`src/rtl/video_in_pkg.sv`:
```
// Shared constants and FSM state type for the video-in capture path
// (burst writer and its companion FIFO).
package video_in_pkg;

   localparam int unsigned DATA_SIZE   = 32;
   localparam int unsigned NB_PACK     = 16;
   localparam int unsigned FRAME_WORDS = 76800;

   typedef enum logic [1:0] {
      StIdle,
      StWait1,
      StWait2,
      StWrite
   } wr_state_e;

   // Byte address of a 32-bit word within a frame.
   function automatic logic [31:0] word_addr(input logic [31:0] base, input logic [31:0] idx);
      return base + (idx << 2);
   endfunction

endpackage

```
`src/rtl/wb_burst_writer_if.sv`:
```
// Wishbone classic write-master bus bundle for the burst writer.
interface wb_burst_writer_if #(
   parameter int unsigned DATA_SIZE = 32
) ();

   logic                 wb_cyc_o;
   logic                 wb_stb_o;
   logic                 wb_we_o;
   logic [31:0]          wb_adr_o;
   logic [DATA_SIZE-1:0] wb_dat_o;
   logic [3:0]           wb_sel_o;
   logic                 wb_ack_i;

   modport master (
      output wb_cyc_o,
      output wb_stb_o,
      output wb_we_o,
      output wb_adr_o,
      output wb_dat_o,
      output wb_sel_o,
      input  wb_ack_i
   );

   modport slave (
      input  wb_cyc_o,
      input  wb_stb_o,
      input  wb_we_o,
      input  wb_adr_o,
      input  wb_dat_o,
      input  wb_sel_o,
      output wb_ack_i
   );

endinterface

```
`src/rtl/wb_burst_writer.sv`:
```
// Drains NB_PACK-word packs from the capture FIFO into a frame buffer over
// Wishbone classic, one single-beat write per word inside a held cycle.
module wb_burst_writer #(
   parameter int unsigned DATA_SIZE   = video_in_pkg::DATA_SIZE,
   parameter int unsigned NB_PACK     = video_in_pkg::NB_PACK,
   parameter int unsigned FRAME_WORDS = video_in_pkg::FRAME_WORDS
) (
   input  logic                 clk,
   input  logic                 nRST,
   input  logic                 en,
   input  logic [31:0]          frame_base,
   input  logic [DATA_SIZE-1:0] fifo_data,
   input  logic                 nb_pack_available,
   output logic                 r_ack,
   output logic                 frame_done,
   wb_burst_writer_if.master    wb
);

   import video_in_pkg::*;

   localparam int unsigned IdxW = (FRAME_WORDS > 1) ? $clog2(FRAME_WORDS) : 1;
   localparam int unsigned CntW = (NB_PACK > 1) ? $clog2(NB_PACK) : 1;
   localparam logic [IdxW-1:0] LastIdx = IdxW'(FRAME_WORDS - 1);
   localparam logic [CntW-1:0] LastCnt = CntW'(NB_PACK - 1);

   wr_state_e            state_q, state_d;
   logic                 cyc_q, cyc_d;
   logic                 stb_q, stb_d;
   logic [3:0]           sel_q, sel_d;
   logic [31:0]          adr_q, adr_d;
   logic [DATA_SIZE-1:0] dat_q, dat_d;
   logic [IdxW-1:0]      idx_q, idx_d;
   logic [CntW-1:0]      cnt_q, cnt_d;
   logic [31:0]          base_q, base_d;
   logic                 done_q, done_d;

   always_comb begin
      state_d = state_q;
      cyc_d   = cyc_q;
      stb_d   = stb_q;
      sel_d   = sel_q;
      adr_d   = adr_q;
      dat_d   = dat_q;
      idx_d   = idx_q;
      cnt_d   = cnt_q;
      base_d  = base_q;
      done_d  = 1'b0;

      unique case (state_q)
         StIdle: begin
            if (en && nb_pack_available) begin
               cyc_d   = 1'b1;
               state_d = StWait2;
               // Base is only sampled at a frame boundary so a frame never straddles two buffers.
               if (idx_q == '0) begin
                  base_d = frame_base;
               end
            end
         end
         StWait1: begin
            state_d = StWait2;
         end
         StWait2: begin
            dat_d   = fifo_data;
            adr_d   = word_addr(base_q, 32'(idx_q));
            stb_d   = 1'b1;
            sel_d   = 4'hF;
            state_d = StWrite;
         end
         StWrite: begin
            if (wb.wb_ack_i) begin
               stb_d = 1'b0;
               sel_d = 4'h0;
               if (idx_q == LastIdx) begin
                  idx_d  = '0;
                  done_d = 1'b1;
               end else begin
                  idx_d = idx_q + 1'b1;
               end
               if (cnt_q < LastCnt) begin
                  cnt_d   = cnt_q + 1'b1;
                  state_d = StWait1;
               end else begin
                  cnt_d   = '0;
                  cyc_d   = 1'b0;
                  state_d = StIdle;
               end
            end
         end
         default: begin
            state_d = StIdle;
         end
      endcase
   end

   always_ff @(posedge clk or negedge nRST) begin
      if (!nRST) begin
         state_q <= StIdle;
         cyc_q   <= 1'b0;
         stb_q   <= 1'b0;
         sel_q   <= 4'h0;
         adr_q   <= '0;
         dat_q   <= '0;
         idx_q   <= '0;
         cnt_q   <= '0;
         base_q  <= '0;
         done_q  <= 1'b0;
      end else begin
         state_q <= state_d;
         cyc_q   <= cyc_d;
         stb_q   <= stb_d;
         sel_q   <= sel_d;
         adr_q   <= adr_d;
         dat_q   <= dat_d;
         idx_q   <= idx_d;
         cnt_q   <= cnt_d;
         base_q  <= base_d;
         done_q  <= done_d;
      end
   end

   // Pop is combinational so the FIFO advances on the very edge that retires the beat.
   assign r_ack       = (state_q == StWrite) && wb.wb_ack_i;
   assign frame_done  = done_q;
   assign wb.wb_cyc_o = cyc_q;
   assign wb.wb_we_o  = cyc_q;
   assign wb.wb_stb_o = stb_q;
   assign wb.wb_sel_o = sel_q;
   assign wb.wb_adr_o = adr_q;
   assign wb.wb_dat_o = dat_q;

endmodule

```
`src/flat_wrapper.sv`:
```
// flat-port wrapper written by rule: the top's interface ports become plain ports
module wb_burst_writer_flat import video_in_pkg::*;
#(
   parameter int unsigned DATA_SIZE   = video_in_pkg::DATA_SIZE,
   parameter int unsigned NB_PACK     = video_in_pkg::NB_PACK,
   parameter int unsigned FRAME_WORDS = video_in_pkg::FRAME_WORDS
)
  (clk, nRST, en, frame_base, fifo_data, nb_pack_available, r_ack, frame_done, wb_wb_cyc_o, wb_wb_stb_o, wb_wb_we_o, wb_wb_adr_o, wb_wb_dat_o, wb_wb_sel_o, wb_wb_ack_i);
  wb_burst_writer_if #(.DATA_SIZE(DATA_SIZE)) wb_i ();
  input  logic clk;
  input  logic nRST;
  input  logic en;
  input  logic [31:0] frame_base;
  input  logic [DATA_SIZE-1:0] fifo_data;
  input  logic nb_pack_available;
  output logic r_ack;
  output logic frame_done;
  output wire logic [$bits(wb_i.wb_cyc_o)-1:0] wb_wb_cyc_o;
  output wire logic [$bits(wb_i.wb_stb_o)-1:0] wb_wb_stb_o;
  output wire logic [$bits(wb_i.wb_we_o)-1:0] wb_wb_we_o;
  output wire logic [$bits(wb_i.wb_adr_o)-1:0] wb_wb_adr_o;
  output wire logic [$bits(wb_i.wb_dat_o)-1:0] wb_wb_dat_o;
  output wire logic [$bits(wb_i.wb_sel_o)-1:0] wb_wb_sel_o;
  input wire logic [$bits(wb_i.wb_ack_i)-1:0] wb_wb_ack_i;
  assign wb_wb_cyc_o = wb_i.wb_cyc_o;
  assign wb_wb_stb_o = wb_i.wb_stb_o;
  assign wb_wb_we_o = wb_i.wb_we_o;
  assign wb_wb_adr_o = wb_i.wb_adr_o;
  assign wb_wb_dat_o = wb_i.wb_dat_o;
  assign wb_wb_sel_o = wb_i.wb_sel_o;
  assign wb_i.wb_ack_i = wb_wb_ack_i;
  wb_burst_writer #(.DATA_SIZE(DATA_SIZE), .NB_PACK(NB_PACK), .FRAME_WORDS(FRAME_WORDS)) u_core (.clk(clk), .nRST(nRST), .en(en), .frame_base(frame_base), .fifo_data(fifo_data), .nb_pack_available(nb_pack_available), .r_ack(r_ack), .frame_done(frame_done), .wb(wb_i));
endmodule
```
`config.mk`:
```
export PLATFORM = sky130hd
export DESIGN_NAME = wb_burst_writer_flat
export DESIGN_NICKNAME = d
export VERILOG_FILES = /design/src/rtl/video_in_pkg.sv /design/src/rtl/wb_burst_writer_if.sv /design/src/rtl/wb_burst_writer.sv /design/src/flat_wrapper.sv
export SDC_FILE = /design/constraint.sdc
export NUM_CORES = 1
export LEC_CHECK = 0
export BUFFER_PORTS_ARGS = -buffer_cell sky130_fd_sc_hd__buf_2
export CORE_MARGIN = 2
export CORE_UTILIZATION = 49
export CTS_CLUSTER_DIAMETER = 60
export DETAILED_ROUTE_END_ITERATION = 10
export PLACE_DENSITY_LB_ADDON = 0.05
export SYNTH_ARGS = -nofsm -noshare
export SYNTH_HDL_FRONTEND = slang
export SYNTH_SLANG_ARGS = --single-unit
```
`constraint.sdc`:
```
create_clock -name clk -period 2.62 [get_ports clk]
set_input_delay 0.393 -clock clk [delete_from_list [all_inputs] [get_ports clk]]
set_output_delay 0.393 -clock clk [all_outputs]
set_load 0.01 [all_outputs]
```
### Word-level counts from Yosys, hierarchy flattened

Index checks and enable logic that the tools add are counted.

* add/sub/neg operators: 3
* magnitude comparators: 1
* equality and inequality tests: 7
* multiplexer cells: 17
* reductions and logical operators: 11

Operators by type and width (count)
* 32-bit by 19-bit adder with 32-bit output: 1
* 17-bit by 1-bit adder with 17-bit output, second input constant: 1
* 17-bit == test, second input constant: 1
* 17-bit logical NOT: 1
* 17-bit two-way mux: 1
* 1-bit two-way mux: 8
* 4-bit two-way mux: 2
* 2-bit one-hot mux with 4 select lines: 1
* 4-bit one-hot mux with 2 select lines: 1
* 2-bit AND reduction: 3
* 4-bit by 1-bit adder with 4-bit output, second input constant: 1
* 2-bit == test, second input constant: 2
* 4-bit less-than comparator, second input constant: 1
* 2-bit two-way mux: 2
* 2-bit != test, second input constant: 2
* 1-bit one-hot mux with 2 select lines: 2
* 4-bit AND reduction: 1
* 2-bit nonzero test: 2
* 3-bit AND reduction: 1
* 2-bit by 1-bit == test with 1-bit output, second input constant: 1
* 1-bit logical AND: 2
* 2-bit logical NOT: 1
* 2-bit by 1-bit != test with 1-bit output, second input constant: 1

* bits in registers: 126
* input port bits: 69
* output and inout bits: 73
* word-level logic and storage cells: 49

### Depth between registers and ports, before layout

* depth in word-level cells: 4
* depth in mapped cells: 9

### Least setup slack after synthesis

OpenSTA, ideal clock, no wires.

* kind: reg2reg
* from: register u_core.idx_q[0]
* to: register u_core.adr_q[28] (netlist: u_core.wb.wb_adr_o[28])
* setup time: 137 ps
* data arrival time: 2398 ps
* slack: 85 ps
* cell stages (with the launch flop): 9
* period minus slack after synthesis: 2535 ps
* cells stage by stage: dfrtp_1 ha_1 fa_1 a21o_1 a221oi_4 nor4_2 o41a_1 o2111ai_1 nand3_1

* word-level cells in the longest chain between the ends: 1

RTL lines
* from (decl): RTL line wb_burst_writer.sv:32 `logic [IdxW-1:0] idx_q, idx_d;`
* from (signal assigned): RTL line wb_burst_writer.sv:115 `idx_q <= idx_d;`
* 32-bit by 19-bit adder with 32-bit output: RTL line video_in_pkg.sv:18 `return base + (idx << 2);`
* to (signal assigned): RTL line wb_burst_writer.sv:113 `adr_q <= adr_d;`
* to (decl): RTL line wb_burst_writer.sv:30 `logic [31:0] adr_q, adr_d;`

No other way between the ends.
A chain may end at the register's enable or synchronous reset.

### Final worst setup path

* from: register u_core.idx_q[9]
* to: register u_core.adr_q[31] (netlist: u_core.wb.wb_adr_o[31])

The elaborated chain is that of the path after synthesis.

==> results.md <==
- Status: complete, no violations
- Number of global-route vias before repair: 4,752
- Clk sink count: 122
- Post-synthesis async set-or-reset flop share: between 90% and 100%
- Cts bufs inserted: 17
- Most used DFF post-synth: dfrtp_1
- # port buffers: around 140
- Startpoint Class: flop
- CTS Root Cell: clkbuf_16
- Reg2reg start: u_core.idx_q[9]
- FP Rows: 40
- Starting Density: 50.4%
- Initial antenna violation count: 0
- Routed Antenna Nets: 0
- Hold endpoint: u_core.wb.wb_dat_o[26]
- Least-Margin Pin Slew: roughly 0.65 ns
- First-pass GRT wire length: approximately 23,000 µm
- Nature of the critical path endpoint: flop
- Detailed-route wire length: roughly 15,000 µm
- Library cells used by synthesis: 58
- Skew-Pair Late Insertion Delay: 0.42 ns
- CTS tree: yes
- Critical hold path startpoint: fifo_data[26]
- Tcrit/Tclk final: 94.7%
- Via count: between 4,000 and 5,000
- H-tree Lvls: 4
- Chip height: 116 µm
- Vias per std cell: 5.23
- Mapped Cells: 619
- DRT iter0 DRCs: 280
- Clock Pin Slew Worst Setup and Hold Paths: 0.06 ns
- RSZ-0062 raised after global routing: false
- Total Power: approximately 0.007 W
- Die X: ~120 µm
- Total track usage: between 20 and 25%
- Flop2flop setup slack: between 0.1 and 0.15 ns
- Max Cap Viol: 0
- Final Skew: 0.00797 ns
- Setup violations, final: 0
- Drt drc: 0
- Synth warn: 0
- Syn Area/Cell: 9.87 µm²
- Total global routing overflow: 0
- Routability cong.: a little under 0.9
- Post-synth EDFFs: 0
- Reg2reg end: u_core.wb.wb_adr_o[31]
- Crit. Startpoint: u_core.idx_q[9]
- Layout Area Growth over Synthesis: 26.3%
- Critical setup path kind: reg -> reg
- Worst hold path cell count: 3
- Diode count: 0
- I/O pin count: between 100 and 150
- Maximum vdd drop: 0.569 mV
- Worst Path Max Fanout: 12
- Relative slew margins: between 50 and 60%
- Core footprint: roughly 12,000 µm²
- Pin count of the biggest net entering global routing: 47
- Flops & latches, synth: 122
- Max-slew violations: 0
- Required @ worst endpoint: 2.95 ns
- Worst r2r path cells: 8
- Routed WL per cell: 15.3 µm
- Hold WC Path Type: in -> reg
- Sequential element share of the synthesized area: 50.0%
- Number of detailed-route iterations in the first pass: 4
- Setup TNS: 0 ns
- F_max: 0.403 GHz
- Filler cell count in the final layout: approximately 1,100
- Die ar.: approximately 13,000 µm²
- Static Leak: 3.91 nW
- Hold Violations, Final: 0
- Tmin final: approximately 2.5 ns
- Placed wire-length estimate: 10,800 µm
- Syn Nets: 709
- Mapped Area: 6110 µm²
- PwrDens: 895 nW/µm²
- Worst EP arrival: 2.81 ns
- Clk buf depth: 2
- Final net count: approximately 860
- Share of layout cells above drive strength 1: around a third
-- how the worst max path moves through the flow --
stage                                   endpoint  cells past startpoint
final                     u_core.wb.wb_adr_o[31]                      8
after floorplan           u_core.wb.wb_adr_o[28]                      8
after global placement    u_core.wb.wb_adr_o[28]                      8
after detailed placement  u_core.wb.wb_adr_o[28]                      8
after CTS                 u_core.wb.wb_adr_o[28]                      8
after global routing      u_core.wb.wb_adr_o[28]                      8
-- power breakdown --
part	switching, W	internal [W]	leakage (nW)
clock	0.000831	0.00154	0.289
combinational	0.00114	0.000753	2.03
sequential	0.000295	0.00234	1.59
-- timing repair --
item | 4_1_cts | 5_1_grt
endpoints found under the setup margin | 1 | 12
hold endpoints to repair | 39 | 0
gates resized for setup | 0 | 16
setup buffers | 0 | 2
pin swaps | 1 | 3
hold buffers | 1 | 0
-- metrics by stage --
| stage | cells | instance area (µm²) | util (%) | hold WS, ns | setup slack [ns] |
|---|---|---|---|---|---|
| 2_1_floorplan | 619 | 6110 | - | 0.0974 | 0.0846 |
| 3_5_place_dp | 918 | 7020 | 57.9 | 0.426 | 0.00389 |
| 6_report | 953 | 7720 | 63.7 | 0.165 | 0.140 |
| 4_1_cts | 951 | 7630 | 63.0 | 0.150 | 0.00576 |
| 3_3_place_gp | 918 | 7020 | 57.9 | 0.417 | 0.0283 |
| 5_1_grt | 953 | 7720 | 63.7 | 0.153 | 0.0150 |
-- synthesized netlist by cell type, drive strengths merged, types with 12 or more instances --
master	number	area share [%]
mux2	31	5.7
xor2	14	2.0
a31oi	12	1.2
ha	20	4.1
nand2	159	9.8
a21oi	25	2.0
nand3	22	2.0
buf	17	2.1
clkbuf	14	1.0
o21ai	30	2.5
dfrtp	122	50
nor2	34	2.1
xnor2	15	2.2
-- layout make-up --
class | instances | area, µm² | area share [%]
clock inverters | 11 | 145 | 1.88
inverters | 9 | 33.8 | 0.438
multi-input cells | 457 | 2910 | 37.7
repair buffers | 165 | 903 | 11.7
flip-flops and latches | 122 | 3050 | 39.6
clock buffers | 21 | 460 | 5.97
well taps | 168 | 210 | 2.72
-- registers in the layout, indices dropped and copies added (netlist names) --
signal	cells
u_core.base_q	32
u_core.wb.wb_adr_o	32
u_core.wb.wb_dat_o	32
u_core.idx_q	17
u_core.cnt_q	4
u_core.state_q	2
u_core.frame_done	1
u_core.wb.wb_cyc_o	1
u_core.wb.wb_sel_o	1
-- routing by layer --
layer | global-route usage, % | up-vias | wire [µm]
li1 | - | 2459 | -
met1 | 30.6 | 2358 | 6730
met2 | 36.0 | 142 | 6760
met3 | 5.96 | 21 | 804
met4 | 8.57 | 0 | 279
met5 | 0 | - | 0
-- critical path: stages (launching register included) --
cell and delay [ns]:
dfrtp_1 0.46, ha_2 0.45, nand3_4 0.14, nor2_2 0.19, a22o_1 0.20, a2111oi_2 0.07, buf_4 0.20, or4_1 0.50
a31oi_1 0.20
-- cell families after synthesis --
kind of cell | Yosys count | synth area share, %
muxes | 31 | 5.71
AOI/OAI and AO/OA | 105 | 11.3
xor gates and xnor gates | 29 | 4.16
DFF | 122 | 50.0
and+or+nand+nor | 271 | 20.8
buffers and inverters | 40 | 3.67
adders and majority gates | 21 | 4.42
-- cells in the final DEF (no fill, tap or decap), types with 4 or more instances in the layout --
cell / n
o31ai_1: 9
nand2_1: 159
a21oi_1: 24
o21ai_0: 28
buf_2: 140
ha_1: 11
nand4_1: 9
nor3_1: 5
or4_1: 9
o21bai_1: 4
buf_4: 23
xor2_1: 14
nand3_1: 21
inv_1: 9
dfrtp_1: 122
nor2_1: 33
xnor2_1: 15
mux2_2: 31
clkbuf_16: 17
a21o_1: 8
and3_1: 6
a31oi_1: 12
ha_2: 6
Note: power is estimated with default switching activity, not from simulation.
